==> src/rtl/mem_stage_lsu.sv <==
// mem_stage_lsu: MEM pipeline stage with EX->MEM register, variable-latency load wait FSM, load buffer and load extraction.
//   in : clk, rst (async, active-high), stall[STALL_W], flush, ex_* (EX fields), data_sram_rdata/rvalid
//   out: wb_* (to WB), fwd_* (forwarding to ID), fwd_pending (ID interlock), stallreq_mem
module mem_stage_lsu #(
    parameter int PC_W       = 32,
    parameter int SIDE_W     = 65,
    parameter int STALL_W    = 6,
    parameter int MEM_IDX    = 3,
    parameter bit FWD_BYPASS = 1'b1
) (
    input  logic               clk,
    input  logic               rst,
    input  logic [STALL_W-1:0] stall,
    input  logic               flush,
    input  logic [PC_W-1:0]    ex_pc,
    input  logic               ex_mem_en,
    input  logic               ex_mem_we,
    input  logic [2:0]         ex_ld_op,
    input  logic [1:0]         ex_addr_lo,
    input  logic               ex_rf_we,
    input  logic [4:0]         ex_rf_waddr,
    input  logic [31:0]        ex_result,
    input  logic [SIDE_W-1:0]  ex_side,
    input  logic [31:0]        data_sram_rdata,
    input  logic               data_sram_rvalid,
    output logic [PC_W-1:0]    wb_pc,
    output logic               wb_rf_we,
    output logic [4:0]         wb_rf_waddr,
    output logic [31:0]        wb_rf_wdata,
    output logic [SIDE_W-1:0]  wb_side,
    output logic               fwd_rf_we,
    output logic [4:0]         fwd_rf_waddr,
    output logic [31:0]        fwd_rf_wdata,
    output logic [SIDE_W-1:0]  fwd_side,
    output logic               fwd_pending,
    output logic               stallreq_mem
);
    typedef enum logic [1:0] {PASS, WAIT, HAVE, DRAIN} state_t;
    typedef struct packed {
        logic [PC_W-1:0]   pc;
        logic              mem_en;
        logic              mem_we;
        logic [2:0]        ld_op;
        logic [1:0]        addr_lo;
        logic              rf_we;
        logic [4:0]        rf_waddr;
        logic [31:0]       result;
        logic [SIDE_W-1:0] side;
    } entry_t;

    entry_t      entry_q, entry_d;
    state_t      state_q, state_d, after_load;
    logic [31:0] ld_buf_q, ld_buf_d, ld_data, wdata;
    logic [7:0]  b;
    logic [15:0] h;
    logic        stall_mem, load_en, is_ld, unused_stall;

    assign unused_stall = ^stall;
    assign stall_mem    = stall[MEM_IDX];
    assign load_en      = flush | ~stall_mem;
    assign is_ld        = entry_q.mem_en & ~entry_q.mem_we;
    // State that follows whenever the register takes a new entry this cycle.
    assign after_load   = (!flush && ex_mem_en && !ex_mem_we) ? WAIT : PASS;

    assign b = data_sram_rdata[{entry_q.addr_lo, 3'b000} +: 8];
    assign h = entry_q.addr_lo[1] ? data_sram_rdata[31:16] : data_sram_rdata[15:0];
    assign ld_data = entry_q.ld_op == 3'b001 ? {{24{b[7]}}, b} :
                     entry_q.ld_op == 3'b010 ? {24'b0, b} :
                     entry_q.ld_op == 3'b011 ? {{16{h[15]}}, h} :
                     entry_q.ld_op == 3'b100 ? {16'b0, h} : data_sram_rdata;

    always_comb begin
        entry_d  = entry_q;
        state_d  = state_q;
        ld_buf_d = ld_buf_q;
        if (flush)
            entry_d = '0;
        else if (!stall_mem)
            entry_d = '{pc: ex_pc, mem_en: ex_mem_en, mem_we: ex_mem_we, ld_op: ex_ld_op,
                        addr_lo: ex_addr_lo, rf_we: ex_rf_we, rf_waddr: ex_rf_waddr,
                        result: ex_result, side: ex_side};
        case (state_q)
            PASS, HAVE: if (load_en) state_d = after_load;
            WAIT: begin
                if (data_sram_rvalid && !flush) ld_buf_d = ld_data;
                if (flush)
                    state_d = data_sram_rvalid ? PASS : DRAIN;
                else if (data_sram_rvalid)
                    state_d = load_en ? after_load : HAVE;
            end
            // The response arriving here belongs to the flushed load; a newly
            // accepted load in the same cycle still has to wait for its own.
            DRAIN: if (data_sram_rvalid) state_d = load_en ? after_load : PASS;
        endcase
    end

    always_ff @(posedge clk or posedge rst) begin
        if (rst) begin
            entry_q  <= '0;
            state_q  <= PASS;
            ld_buf_q <= '0;
        end else begin
            entry_q  <= entry_d;
            state_q  <= state_d;
            ld_buf_q <= ld_buf_d;
        end
    end

    assign stallreq_mem = (state_q == WAIT || state_q == DRAIN) && !data_sram_rvalid;
    assign wdata = (is_ld && state_q == HAVE) ? ld_buf_q :
                   (is_ld && state_q == WAIT && data_sram_rvalid) ? ld_data : entry_q.result;
    assign wb_pc        = entry_q.pc;
    assign wb_rf_we     = entry_q.rf_we & ~stallreq_mem;
    assign wb_rf_waddr  = entry_q.rf_waddr;
    assign wb_rf_wdata  = wdata;
    assign wb_side      = entry_q.side;
    assign fwd_rf_we    = entry_q.rf_we & ~stallreq_mem;
    assign fwd_rf_waddr = entry_q.rf_waddr;
    assign fwd_rf_wdata = wdata;
    assign fwd_side     = entry_q.side;
    assign fwd_pending  = entry_q.rf_we && state_q == WAIT && (!data_sram_rvalid || !FWD_BYPASS);
endmodule

==> config.mk <==
export PLATFORM = sky130hd
export DESIGN_NAME = mem_stage_lsu
export DESIGN_NICKNAME = d
export VERILOG_FILES = /design/src/rtl/mem_stage_lsu.sv
export SDC_FILE = /design/constraint.sdc
export NUM_CORES = 1
export LEC_CHECK = 0
export ABC_AREA = 0
export CAP_MARGIN = 20
export CORE_AREA = 2 2 166 168
export DETAILED_ROUTE_END_ITERATION = 6
export DIE_AREA = 0 0 168 170
export DONT_BUFFER_PORTS = 1
export MAX_ROUTING_LAYER = met4
export SETUP_SLACK_MARGIN = 0.5
export SLEW_MARGIN = 0
export SYNTH_ARGS = -nofsm -noshare
export SYNTH_HDL_FRONTEND = slang
export SYNTH_SLANG_ARGS = --single-unit
==> constraint.sdc <==
create_clock -name clk -period 8.51 [get_ports clk]
set_clock_uncertainty 0.2 [all_clocks]
set_input_delay 2.553 -clock clk [delete_from_list [all_inputs] [get_ports clk]]
set_output_delay 2.553 -clock clk [all_outputs]
set_load 0.02 [all_outputs]
[Word-level counts from Yosys, hierarchy flattened]
Cells that the tools add are included.
Word-level totals
  logic and storage cells: 64
  register bits after elaboration: 176
  output and inout bits: 240
Cells by class
  shift-type cells: 1
  bitwise gates (word level): 6
  eq/ne operators: 11
  reductions and logical operators: 17
  multiplexer cells: 18
Operator list (number)
  $mux W142: 2
  $mux W32: 6
  $shiftx A32 B6 Y8: 1
  $mux W16: 1
  $mux W2: 6
  $logic_and A1 B1 Y1: 9
  $eq A3 B2 Y1 const B: 2
  $pmux W2 S3: 1
  $eq A2 B2 Y1 const B: 2
  $ne A2 B2 Y1 const B: 2
  $eq A3 B1 Y1 const B: 1
  $eq A3 B3 Y1 const B: 1
  $logic_not A1 Y1: 3
  $ne A3 B3 Y1 const B: 1
  $not A1 Y1: 3
  $reduce_and A3 Y1: 1
  $and A1 B1 Y1: 2
  $eq A2 B1 Y1 const B: 1
  $logic_not A2 Y1: 1
  $mux W1: 2
  $ne A2 B1 Y1 const B: 1
  $reduce_and A2 Y1: 1
  $reduce_or A2 Y1: 1
  $logic_or A1 B1 Y1: 1
  $or A1 B1 Y1: 1

[Depth between registers and ports, before layout]
  depth in word-level cells: 8
  gate-level depth with buffers: 8

[Worst setup path after synthesis]
OpenSTA, ideal clock, no wires.
  path kind: input to output
  start point: in data_sram_rdata[23]
  end point: out wb_rf_wdata[18]
  arrival: 4.226 ns
  stages on the path: 7
  path slack: 1.531 ns
  required time: 5.757 ns
  cell sequence: mux2i_1 mux2_2 nor2_1 nor2_1 buf_2 a221oi_1 buf_4
On the way
  word-level cells in the longest chain between the ends: 4
Ends and longest elaborated chain
  start: declaration: line 24  | input logic [31:0] data_sram_rdata,
  $shiftx A32 B6 Y8: line 65  | assign b = data_sram_rdata[{entry_q.addr_lo, 3'b000} +: 8];
  $mux W32: line 67  | assign ld_data = entry_q.ld_op == 3'b001 ? {{24{b[7]}}, b} :
  $mux W32: line 111  | (is_ld && state_q == WAIT && data_sram_rvalid) ? ld_data : entry_q.result;
  $mux W32: line 110  | assign wdata = (is_ld && state_q == HAVE) ? ld_buf_q :
  end: declaration: line 29  | output logic [31:0] wb_rf_wdata,
Every way passes these cells.

[Worst setup path after layout]
  start point: in data_sram_rvalid
  end point: out fwd_rf_wdata[30]
On the way
  word-level cells in the longest chain between the ends: 3
Ends and longest elaborated chain
  start: declaration: line 25  | input logic data_sram_rvalid,
  $logic_and A1 B1 Y1: line 111
  $mux W32: line 111
  $mux W32: line 110
  end: declaration: line 33  | output logic [31:0] fwd_rf_wdata,
Every way passes these cells.

==> flow_metrics.env <==
export IMPL_grt_antenna_before_repair=1
export IMPL_grt_setup_unrepaired="no"
export IMPL_grt_pass1_wl_mm=36.4
export IMPL_yosys_area_share_simple_pct=13.8
export IMPL_maxSlewViolCount=0
export IMPL_cts_sinks=176
export IMPL_crit_slowest_cell="nor2_2"
export IMPL_synth_top_family_by_area="buffers and inverters"
export IMPL_ys_top_cells_by_count="nor2_1, buf_4, dfrtp_1"
export IMPL_synth_area_sq_mm=0.00987
export IMPL_io_buffers=0
export IMPL_finalSetupTns_ns=0
export IMPL_min_path_cells=2
export IMPL_netlist_cell_type_count=39
export IMPL_pre_cts_ws_ns=1.44
export IMPL_hold_viol_final=0
export IMPL_grt_use_total_pct=17.0
export IMPL_cts_tree="yes"
export IMPL_synth_compound_area_share_pct=5.78
export IMPL_outcome="finished, final reports clean"
export IMPL_synth_edff_count=0
export IMPL_numCtsBuffers=17
export IMPL_drive_above_1_share_pct=11.2
export IMPL_max_cap_violations=0
export IMPL_path_cells="nand3_1, nor2_2, buf_4, nor2_1, a221oi_1, buf_4"
export IMPL_worstPathRequired_ns=5.76
export IMPL_hp_class="flip-flop to flip-flop"
export IMPL_yosys_area_top_type_share_pct=44.6
export IMPL_firstDrtPassIters=5
export IMPL_routed_wire_length_per_instance_um=20.5
export IMPL_period_needed_ns=7.04
export IMPL_postCtsSetupRepairBufs=0
export IMPL_grt_max_degree=148
export IMPL_cpPeakStageDelay_ns=0.57
export IMPL_first_iter_violations=421
export IMPL_h_tree_depth=4
export IMPL_path_max_fanout=11
export IMPL_r2r_cells=6
export IMPL_fmax_mhz=142
export IMPL_synth_seq_area_share_pct=44.6
export IMPL_syn_avg_cell_area_sq_um=9.74
export IMPL_setup_viol=0
export IMPL_synth_flop_cell="dfrtp_1"
export IMPL_fin_nets=994
export IMPL_ir_drop_mv=0.108
export IMPL_synthMuxAreaShare_pct=17.1
export IMPL_p_per_area_mw_per_mm2=230
export IMPL_drt_antenna_violating_nets=0
export IMPL_synth_fa_ha_area_share_pct=0
export IMPL_hpwl_mm=16.8
export IMPL_root_buffer="clkbuf_16"
export IMPL_clk_pin_slew_ns=0.07
export IMPL_holdBufCountCts=0
export IMPL_die_area_sq_mm=0.0286
export IMPL_yosysMostFrequentCell="nor2_1"
export IMPL_synth_seq_cells=176
export IMPL_cts_buffer_depth=2
export IMPL_cp_start_kind="input port"
export IMPL_synth_area_top_cells="dfrtp_1, buf_4, mux2i_1, nor2_1, a221oi_1"
export IMPL_coreArea_sq_mm=0.0267
export IMPL_syn_num_nets=1198
export IMPL_path_common_cell="buf_4"
export IMPL_cts_resized=0
export IMPL_postSynthCellCount=1014
export IMPL_viasPerCell=5.22
export IMPL_ys_async_sr_fraction_pct=100
export IMPL_drc=0
export IMPL_die_w_um=168
export IMPL_ioPinCount=424
export IMPL_leakage_uw=0.00462
export IMPL_start_util_pct=37.1
export IMPL_wl_mm=23.9
export IMPL_arrival_ns=4.29
export IMPL_max_slew_margin_pct=45.2
export IMPL_area_delta_synth_final_pct=-4.02
export IMPL_synthXorXnorAreaFrac_pct=0.177
export IMPL_yosys_area_top_type="dfrtp_1"
export IMPL_grt_overflow=0
export IMPL_grt_pass1_vias=6060
export IMPL_rows=60
export IMPL_place_congestion=0.855
export IMPL_cp_end_kind="output pin"
export IMPL_routed_via_count=6066
export IMPL_clkLatencyLatePin_ns=0.41
export IMPL_worstMarginPinSlew_ns=0.822
export IMPL_fin_crit_sh_pct=82.7
export IMPL_die_h_um=170
export IMPL_setup_ws_ns=1.47
export IMPL_critPathKind="input port to output pin"
export IMPL_yosys_warnings=0
where the power goes:
| part | internal, uW | switching (uW) |
|---|---|---|
| sequential | 924 | 128 |
| clock | 527 | 354 |
| combinational | 110 | 135 |
| total | 1560 | 617 |
cell families after synthesis:
logic type	after synthesis
compound gates	75
simple gates	330
flops	176
mux	160
buf+inv	271
xor+xnor	2
flip-flops by register name, indices dropped and copies added (netlist names):
| signal | count |
|---|---|
| wb_pc | 32 |
| ld_buf_q | 32 |
| entry_q | 40 |
| state_q | 2 |
| fwd_rf_waddr | 5 |
| fwd_side | 65 |
per-layer routing:
layer / part of all wire, % / GRT usage [%] / wire length [um] / up-vias
li1: - / - / - / 2771
met1: 44 / 22.1 / 10400 / 3008
met2: 48 / 26.1 / 11400 / 266
met3: 7.2 / 4.81 / 1720 / 21
met4: 1.3 / 4.73 / 321 / 0
met5: 0 / - / 0 / -
area by class of cell:
| type | count | area [sq um] |
|---|---|---|
| Clock buffer | 17 | 425 |
| Timing Repair Buffer | 43 | 320 |
| Inverter | 5 | 23.8 |
| Tap cell | 341 | 427 |
| Fill cell | 2730 | 17200 |
| Sequential cell | 176 | 4400 |
| Clock inverter | 13 | 221 |
| Antenna cell | 1 | 2.50 |
| Multi-Input combinational cell | 567 | 3650 |
stage by stage:
step                      std cells  area, sq um  hold WS [ns]  utilization, %  power (uW)
after floorplan                1014         9870         0.239               -        1350
after global placement         1129         8810         0.262            33.1        1300
after detailed placement       1129         8810         0.265            33.1        1310
after CTS                      1159         9460         0.284            35.5        2210
after global routing           1163         9480         0.306            35.6        2290
final                          1163         9480         0.281            35.6        2180
placed cells by master, fill, tap and decap left out, types with 2 or more instances in the layout:
| cell | Yosys | final |
|---|---|---|
| inv_6 | 0 | 6 |
| nor3_1 | 2 | 2 |
| a31oi_1 | 9 | 9 |
| nor2_2 | 0 | 2 |
| nand2_1 | 43 | 43 |
| nand2b_1 | 4 | 4 |
| buf_4 | 208 | 42 |
| and2_1 | 9 | 9 |
| a221o_1 | 8 | 8 |
| nand3b_1 | 2 | 2 |
| or2_2 | 3 | 3 |
| mux2_2 | 2 | 2 |
| o22a_1 | 7 | 7 |
| or3_1 | 8 | 7 |
| inv_1 | 5 | 4 |
| a221oi_1 | 22 | 22 |
| clkbuf_16 | 0 | 17 |
| nor2_1 | 230 | 228 |
| mux2i_1 | 151 | 151 |
| dfrtp_1 | 176 | 176 |
| nand3_1 | 17 | 17 |
| or2_0 | 7 | 7 |
| mux4_2 | 7 | 7 |
| a21oi_1 | 18 | 18 |
| o21ai_0 | 5 | 5 |
| bufinv_16 | 0 | 5 |
final timing paths:
kind | start | end | slack (ns)
setup / recovery | data_sram_rvalid | fwd_rf_wdata[30] | 1.47
hold / removal | ld_buf_q[0]$_DFFE_PP0P_ | ld_buf_q[0]$_DFFE_PP0P_ | 0.28
setup reg to reg | entry_q[104]$_DFFE_PP0N_ | ld_buf_q[27]$_DFFE_PP0P_ | 6.01
hold reg to reg | ld_buf_q[0]$_DFFE_PP0P_ | ld_buf_q[0]$_DFFE_PP0P_ | 0.28
max in group asynchronous | rst | fwd_side[38]$_DFFE_PP0N_ | 4.98
min in group asynchronous | rst | wb_pc[27]$_DFFE_PP0N_ | 1.83
worst max-delay path: cells and delay by family:
kind,cells,cell delay [ns]
AO/OA/AOI/OAI,1,0.33
buffers and inverters,2,0.54
AND/OR/NAND/NOR,3,0.85
Note: power is estimated with default switching activity, not from simulation.
